$ cat src/rtl/aes_key_expander_if.sv
// aes_key_expander_if: key-load request and round-key output stream of the AES key expander.
interface aes_key_expander_if #(parameter int ROUND_W = 4);
  logic [255:0]       key_in;
  logic [1:0]         key_len;
  logic               key_valid;
  logic               key_ready;
  logic               abort;
  logic [127:0]       out_key;
  logic [ROUND_W-1:0] out_round;
  logic               out_last;
  logic               out_valid;
  logic               out_ready;
  logic               cfg_err;
  modport master (
    output key_in, key_len, key_valid, abort, out_ready,
    input  key_ready, out_key, out_round, out_last, out_valid, cfg_err
  );
  modport slave (
    input  key_in, key_len, key_valid, abort, out_ready,
    output key_ready, out_key, out_round, out_last, out_valid, cfg_err
  );
endinterface

$ cat src/rtl/aes_key_expander.sv
// aes_key_expander: word-serial AES-128/192/256 key schedule, one word per cycle, 128-bit round keys out.
module aes_key_expander_sbox (
  input  logic [7:0] a_i,
  output logic [7:0] s_o
);
  function automatic logic [7:0] gmul(input logic [7:0] a, input logic [7:0] b);
    logic [7:0] p, x;
    p = '0;
    x = a;
    for (int k = 0; k < 8; k++) begin
      p = b[k] ? p ^ x : p;
      x = {x[6:0], 1'b0} ^ (x[7] ? 8'h1b : 8'h00);
    end
    return p;
  endfunction
  logic [7:0] sq, inv;
  // multiplicative inverse as a^254, then the affine transform
  always_comb begin
    sq  = a_i;
    inv = 8'h01;
    for (int k = 1; k < 8; k++) begin
      sq  = gmul(sq, sq);
      inv = gmul(inv, sq);
    end
    s_o = inv ^ {inv[6:0], inv[7]} ^ {inv[5:0], inv[7:6]} ^ {inv[4:0], inv[7:5]} ^ {inv[3:0], inv[7:4]} ^ 8'h63;
  end
endmodule

module aes_key_expander #(
  parameter bit SUPPORT_192 = 1'b1,
  parameter bit SUPPORT_256 = 1'b1,
  parameter int ROUND_W     = 4
) (
  input  logic                clk,
  input  logic                reset_n,
  aes_key_expander_if.slave   kif
);
  typedef enum logic [1:0] {IDLE, EXPAND, DRAIN} state_t;
  state_t             state_q, state_d;
  logic [255:0]       key_q, key_d;
  logic [1:0]         mode_q, mode_d;
  logic [5:0]         i_q, i_d;
  logic [2:0]         ph_q, ph_d;
  logic [7:0]         rcon_q, rcon_d;
  logic [7:0][31:0]   win_q, win_d;
  logic [127:0]       out_key_q, out_key_d;
  logic [ROUND_W-1:0] out_round_q, out_round_d;
  logic               out_last_q, out_last_d;
  logic               out_valid_q, out_valid_d;
  logic               cfg_err_q, cfg_err_d;
  logic [2:0]         nk_m1;
  logic [3:0]         nr;
  logic [5:0]         total_m1;
  logic               first, legal, adv, rot_en;
  logic [31:0]        w_prev, w_back, key_word, sub_in, sub_out, temp, new_w;
  assign nk_m1    = mode_q == 2'b00 ? 3'd3 : mode_q == 2'b01 ? 3'd5 : 3'd7;
  assign nr       = mode_q == 2'b00 ? 4'd10 : mode_q == 2'b01 ? 4'd12 : 4'd14;
  assign total_m1 = mode_q == 2'b00 ? 6'd43 : mode_q == 2'b01 ? 6'd51 : 6'd59;
  assign first    = i_q <= {3'b000, nk_m1};
  assign legal    = kif.key_len == 2'b00 || (kif.key_len == 2'b01 && SUPPORT_192) || (kif.key_len == 2'b10 && SUPPORT_256);
  assign adv      = state_q == EXPAND && !(out_valid_q && !kif.out_ready);
  assign w_prev   = win_q[0];
  assign w_back   = win_q[nk_m1];
  // while i < Nk the phase counter equals i, so it doubles as the key word index
  assign key_word = key_q[{3'd7 - ph_q, 5'd0} +: 32];
  assign rot_en   = ph_q == 3'd0;
  assign sub_in   = rot_en ? {w_prev[23:0], w_prev[31:24]} : w_prev;
  for (genvar g = 0; g < 4; g++) begin : g_sbox
    aes_key_expander_sbox u_sbox (.a_i(sub_in[8*g +: 8]), .s_o(sub_out[8*g +: 8]));
  end
  assign temp  = rot_en ? sub_out ^ {rcon_q, 24'h0} : (mode_q == 2'b10 && ph_q == 3'd4) ? sub_out : w_prev;
  assign new_w = first ? key_word : w_back ^ temp;
  always_comb begin
    state_d     = state_q;
    key_d       = key_q;
    mode_d      = mode_q;
    i_d         = i_q;
    ph_d        = ph_q;
    rcon_d      = rcon_q;
    win_d       = win_q;
    out_key_d   = out_key_q;
    out_round_d = out_round_q;
    out_last_d  = out_last_q;
    out_valid_d = out_valid_q && !kif.out_ready;
    cfg_err_d   = 1'b0;
    if (kif.abort) begin
      state_d     = IDLE;
      out_valid_d = 1'b0;
      i_d         = '0;
      ph_d        = '0;
      rcon_d      = 8'h01;
      win_d       = '0;
    end else if (state_q == IDLE) begin
      if (kif.key_valid && legal) begin
        state_d = EXPAND;
        key_d   = kif.key_in;
        mode_d  = kif.key_len;
        i_d     = '0;
        ph_d    = '0;
        rcon_d  = 8'h01;
        win_d   = '0;
      end
      cfg_err_d = kif.key_valid && !legal;
    end else if (state_q == EXPAND) begin
      if (adv) begin
        win_d  = {win_q[6:0], new_w};
        i_d    = i_q + 6'd1;
        ph_d   = ph_q == nk_m1 ? 3'd0 : ph_q + 3'd1;
        rcon_d = (!first && rot_en) ? ({rcon_q[6:0], 1'b0} ^ (rcon_q[7] ? 8'h1b : 8'h00)) : rcon_q;
        state_d = i_q == total_m1 ? DRAIN : EXPAND;
        // the window already holds the three preceding words of this round key
        if (i_q[1:0] == 2'b11) begin
          out_key_d   = {win_q[2], win_q[1], w_prev, new_w};
          out_round_d = ROUND_W'(i_q[5:2]);
          out_last_d  = i_q[5:2] == nr;
          out_valid_d = 1'b1;
        end
      end
    end else begin
      state_d = (out_valid_q && kif.out_ready && out_last_q) ? IDLE : DRAIN;
    end
  end
  always_ff @(posedge clk or negedge reset_n) begin
    if (!reset_n) begin
      state_q     <= IDLE;
      key_q       <= '0;
      mode_q      <= '0;
      i_q         <= '0;
      ph_q        <= '0;
      rcon_q      <= 8'h01;
      win_q       <= '0;
      out_key_q   <= '0;
      out_round_q <= '0;
      out_last_q  <= 1'b0;
      out_valid_q <= 1'b0;
      cfg_err_q   <= 1'b0;
    end else begin
      state_q     <= state_d;
      key_q       <= key_d;
      mode_q      <= mode_d;
      i_q         <= i_d;
      ph_q        <= ph_d;
      rcon_q      <= rcon_d;
      win_q       <= win_d;
      out_key_q   <= out_key_d;
      out_round_q <= out_round_d;
      out_last_q  <= out_last_d;
      out_valid_q <= out_valid_d;
      cfg_err_q   <= cfg_err_d;
    end
  end
  assign kif.key_ready = state_q == IDLE;
  assign kif.out_key   = out_key_q;
  assign kif.out_round = out_round_q;
  assign kif.out_last  = out_last_q;
  assign kif.out_valid = out_valid_q;
  assign kif.cfg_err   = cfg_err_q;
endmodule

$ cat src/flat_wrapper.sv
// flat-port wrapper written by rule: the top's interface ports become plain ports
module aes_key_expander_flat 
#(
  parameter bit SUPPORT_192 = 1'b1,
  parameter bit SUPPORT_256 = 1'b1,
  parameter int ROUND_W     = 4
)
  (clk, reset_n, kif_key_in, kif_key_len, kif_key_valid, kif_abort, kif_out_ready, kif_key_ready, kif_out_key, kif_out_round, kif_out_last, kif_out_valid, kif_cfg_err);
  aes_key_expander_if #(.ROUND_W(ROUND_W)) kif_i ();
  input  logic clk;
  input  logic reset_n;
  input wire logic [$bits(kif_i.key_in)-1:0] kif_key_in;
  input wire logic [$bits(kif_i.key_len)-1:0] kif_key_len;
  input wire logic [$bits(kif_i.key_valid)-1:0] kif_key_valid;
  input wire logic [$bits(kif_i.abort)-1:0] kif_abort;
  input wire logic [$bits(kif_i.out_ready)-1:0] kif_out_ready;
  output wire logic [$bits(kif_i.key_ready)-1:0] kif_key_ready;
  output wire logic [$bits(kif_i.out_key)-1:0] kif_out_key;
  output wire logic [$bits(kif_i.out_round)-1:0] kif_out_round;
  output wire logic [$bits(kif_i.out_last)-1:0] kif_out_last;
  output wire logic [$bits(kif_i.out_valid)-1:0] kif_out_valid;
  output wire logic [$bits(kif_i.cfg_err)-1:0] kif_cfg_err;
  assign kif_i.key_in = kif_key_in;
  assign kif_i.key_len = kif_key_len;
  assign kif_i.key_valid = kif_key_valid;
  assign kif_i.abort = kif_abort;
  assign kif_i.out_ready = kif_out_ready;
  assign kif_key_ready = kif_i.key_ready;
  assign kif_out_key = kif_i.out_key;
  assign kif_out_round = kif_i.out_round;
  assign kif_out_last = kif_i.out_last;
  assign kif_out_valid = kif_i.out_valid;
  assign kif_cfg_err = kif_i.cfg_err;
  aes_key_expander #(.SUPPORT_192(SUPPORT_192), .SUPPORT_256(SUPPORT_256), .ROUND_W(ROUND_W)) u_core (.clk(clk), .reset_n(reset_n), .kif(kif_i));
endmodule
$ cat config.mk
export PLATFORM = sky130hd
export DESIGN_NAME = aes_key_expander_flat
export DESIGN_NICKNAME = d
export VERILOG_FILES = /design/src/rtl/aes_key_expander_if.sv /design/src/rtl/aes_key_expander.sv /design/src/flat_wrapper.sv
export SDC_FILE = /design/constraint.sdc
export NUM_CORES = 2
export LEC_CHECK = 0
export CAP_MARGIN = 20
export CORE_MARGIN = 2
export CORE_UTILIZATION = 40
export DETAILED_ROUTE_END_ITERATION = 7
export PLACE_DENSITY = 0.63
export SETUP_SLACK_MARGIN = 0.1
export SLEW_MARGIN = 40
export SYNTH_ARGS = -nofsm -noshare
export SYNTH_HDL_FRONTEND = slang
export SYNTH_SLANG_ARGS = --single-unit
$ cat constraint.sdc
create_clock -name clk -period 55.1 [get_ports clk]
set_input_delay 5.51 -clock clk [delete_from_list [all_inputs] [get_ports clk]]
set_output_delay 5.51 -clock clk [all_outputs]
set_load 0.02 [all_outputs]
==> summary.md <==
| Metric | Value |
|---|---|
| Sequential share of the synthesized area | `0.185` |
| Met1 usage | `0.338` |
| First-pass GRT wire length | `461000 um` |
| Synth top area cells | `dfrtp_1 18%, xnor2_1 16%, xnor3_1 8.2%` |
| Post-DP HPWL | `214000 um` |
| FF/Latch Area | `0.0167 mm^2` |
| Clock Path Buffers | `3` |
| Worst Tran Pin Value | `0.962 ns` |
| Crit Path Class | `flop to flop` |
| Setup bufs post-CTS | `0` |
| Clk sinks | `668` |
| Vias per cell | `5.86` |
| Fraction of layout cells with a size suffix above 1 | `0.123` |
| DRT Pass-1 Iters | `8` |
| Number of synthesized flops with an enable pin | `0` |
| Min-delay worst type | `flop to flop` |
| Multi-input gate area | `0.0709 mm^2` |
| Fin nets | `10900` |
| Skew-Pair Late Insertion Delay | `0.64 ns` |
| Area leader, netlist | `dfrtp_1` |
| Outcome | `finished, final reports clean` |
| WL/cell | `21.7 um` |
| DRT iter0 DRCs | `7777` |
| Async SR Flop Fraction | `1.00` |
| Syn. warnings | `0` |
| Die H | `479 um` |
| Clk root buf | `clkbuf_16` |
| Top-count cell post-synth | `xnor2_1` |
| Area Overhead vs Synth | `11.4%` |
| Met3 Use GR | `0.0342` |
| Ys flop type | `dfrtp_1` |
| Final setup viols | `0` |
| Critical Path Slowest Stage Cell | `dfrtp_4` |
| Core box area | `0.224 mm^2` |
| Io pins | `399` |
| Die area | `0.229 mm^2` |
| Tcrit/Tclk final | `0.394` |
| WP data arrival | `22.15 ns` |
| Detail Route Antenna Nets | `0` |
| Worst clock skew | `0.0306 ns` |
| Initial Util | `0.402` |
| GR Util All Layers | `0.247` |
| Startpoint Class | `flop` |
| Filler Cells Inserted | `21800` |
| Die W | `479 um` |
| Post-cts gate resize count | `0` |
| Syn Std Cell Area | `0.0902 mm^2` |
| Top-area cell type share of the netlist area | `0.185` |
| Inserted Clock Buffers | `66` |
| Met2 Use GR | `0.408` |
| Vias in the first global route | `76600` |
| Max H-tree Level | `3` |
| Max cap viols | `0` |
| CTS tree | `built` |
| DR vias | `79900` |
| DRT Wirelength | `295000 um` |
| Cell repeated most along the worst path | `xnor2_1` |
| Final Slew Violations | `0` |
| CP Data Required Time | `55.57 ns` |
| Fin. Hold Viols | `0` |
| IO Port Bufs | `398` |
| Hold_buf cts | `0` |
| Element type at the critical path end | `flop` |
| Placer Congestion | `0.943` |
| Register bit count reported by yosys | `668` |
| Row count | `174` |
| Gate Count Post-Synth | `10600` |
| Antenna violations before repair | `30` |
| Syn Area/Cell | `8.54 um^2` |
| CP max stage delay | `0.70 ns` |
| Yosys cell types | `132` |
| Tmin final | `21.69 ns` |
| Largest net degree at the start of global routing | `191` |
| GR Overflow Total | `0` |
| CP Max Fanout | `32` |
| Post-synth top cells | `1633 x xnor2_1, 1241 x nor2_1, 1226 x nand2_1` |
| RSZ-0062 raised after global routing | `no` |
| Slew margin rel. | `0.340` |
| Remaining DRCs | `0` |
| Fmax achieved | `46.1 MHz` |
| Global route hottest layer | `met2` |
| Setup TNS Final | `0 ns` |
| Syn_nets | `10900` |
| Clock-pin slew on the worst setup and hold paths | `0.07 ns` |
## registers in the layout, indices dropped and copies added (netlist names), 3 cells and up
register,flops
u_core.i_q,6
u_core.key_q,256
u_core.kif.out_key,128
u_core.kif.out_round,4
u_core.ph_q,3
u_core.rcon_q,8
u_core.w_prev,32
u_core.win_q,224
## layout make-up
type,count,share of cell area
clock inverter,25,0.00337
timing repair buffer,710,0.0645
sequential,668,0.166
antenna,9,0.000224
inverter,94,0.00351
tap,2992,0.0373
clock buffer,90,0.0191
multi-input combinational,9039,0.706
## routing by layer
layer	vias to the layer above	part of all wire
li1	36900	-
met1	39300	0.43
met2	3230	0.47
met3	472	0.070
met4	36	0.026
met5	-	0.00074
## cell families (layout without fill, tap and decap cells)
group,count (synthesis),after routing,synth area share
buffers and inverters,856,919,0.0412
XOR/XNOR,2689,2689,0.342
AO/OA/AOI/OAI,2066,2066,0.156
other,0,9,0
flip-flops,668,668,0.185
adder cells (fa/ha/maj),34,34,0.00469
multiplexers,776,776,0.101
AND/OR/NAND/NOR,3474,3474,0.169
## layout by cell type, fill, tap and decap left out, types with 248 or more instances in the layout
cell / synthesis / final
a21oi_1: 478 / 476
a22o_1: 250 / 250
buf_4: 31 / 293
clkdlybuf4s50_1: 0 / 397
dfrtp_1: 667 / 662
mux2_2: 329 / 329
mux2i_1: 355 / 348
nand2_1: 1226 / 1225
nor2_1: 1241 / 1234
nor3_1: 250 / 248
o21ai_0: 366 / 366
xnor2_1: 1633 / 1550
xnor3_1: 327 / 322
xor2_1: 473 / 458
## worst max-delay path, delay by kind of cell, from the launching register on
| family | cells | cell delay [ns] |
|---|---|---|
| buffers and inverters | 9 | 2.04 |
| flip-flops | 1 | 0.70 |
| adder cells (fa/ha/maj) | 5 | 1.96 |
| AO/OA/AOI/OAI | 12 | 2.81 |
| AND/OR/NAND/NOR | 9 | 2.19 |
| XOR/XNOR | 26 | 9.47 |
| multiplexers | 6 | 2.25 |
## path summary, 6_finish.rpt
check | startpoint | end | slack (ns) | cells past startpoint
setup / recovery | u_core.ph_q[1]$_DFFE_PN0P_ | u_core.kif.out_key[31]$_DFFE_PN0P_ | 33.41 | 67
hold / removal | u_core.win_q[158]$_DFFE_PN0P_ | u_core.win_q[190]$_DFFE_PN0P_ | 0.48 | 1
setup reg to reg | u_core.ph_q[1]$_DFFE_PN0P_ | u_core.kif.out_key[31]$_DFFE_PN0P_ | 33.41 | 67
hold reg to reg | u_core.win_q[158]$_DFFE_PN0P_ | u_core.win_q[190]$_DFFE_PN0P_ | 0.48 | 1
max in group asynchronous | reset_n | u_core.win_q[237]$_DFFE_PN0P_ | 46.89 | 7
min in group asynchronous | reset_n | u_core.key_q[31]$_DFFE_PN0P_ | 4.81 | 1
## metrics by stage
step	instance area [um^2]	utilization	cells	setup WS [ns]	hold slack (ns)
after floorplan	90200	-	10600	36.67	0.462
after global placement	97400	0.434	13500	33.58	0.461
after detailed placement	97800	0.436	13500	33.54	0.467
after CTS	100000	0.446	13600	33.46	0.485
after global routing	100000	0.448	13600	31.89	0.505
final	100000	0.448	13600	33.41	0.480
Power is not shown: default switching activity piles up to over one toggle a cycle in this logic, so the estimate is an artifact.
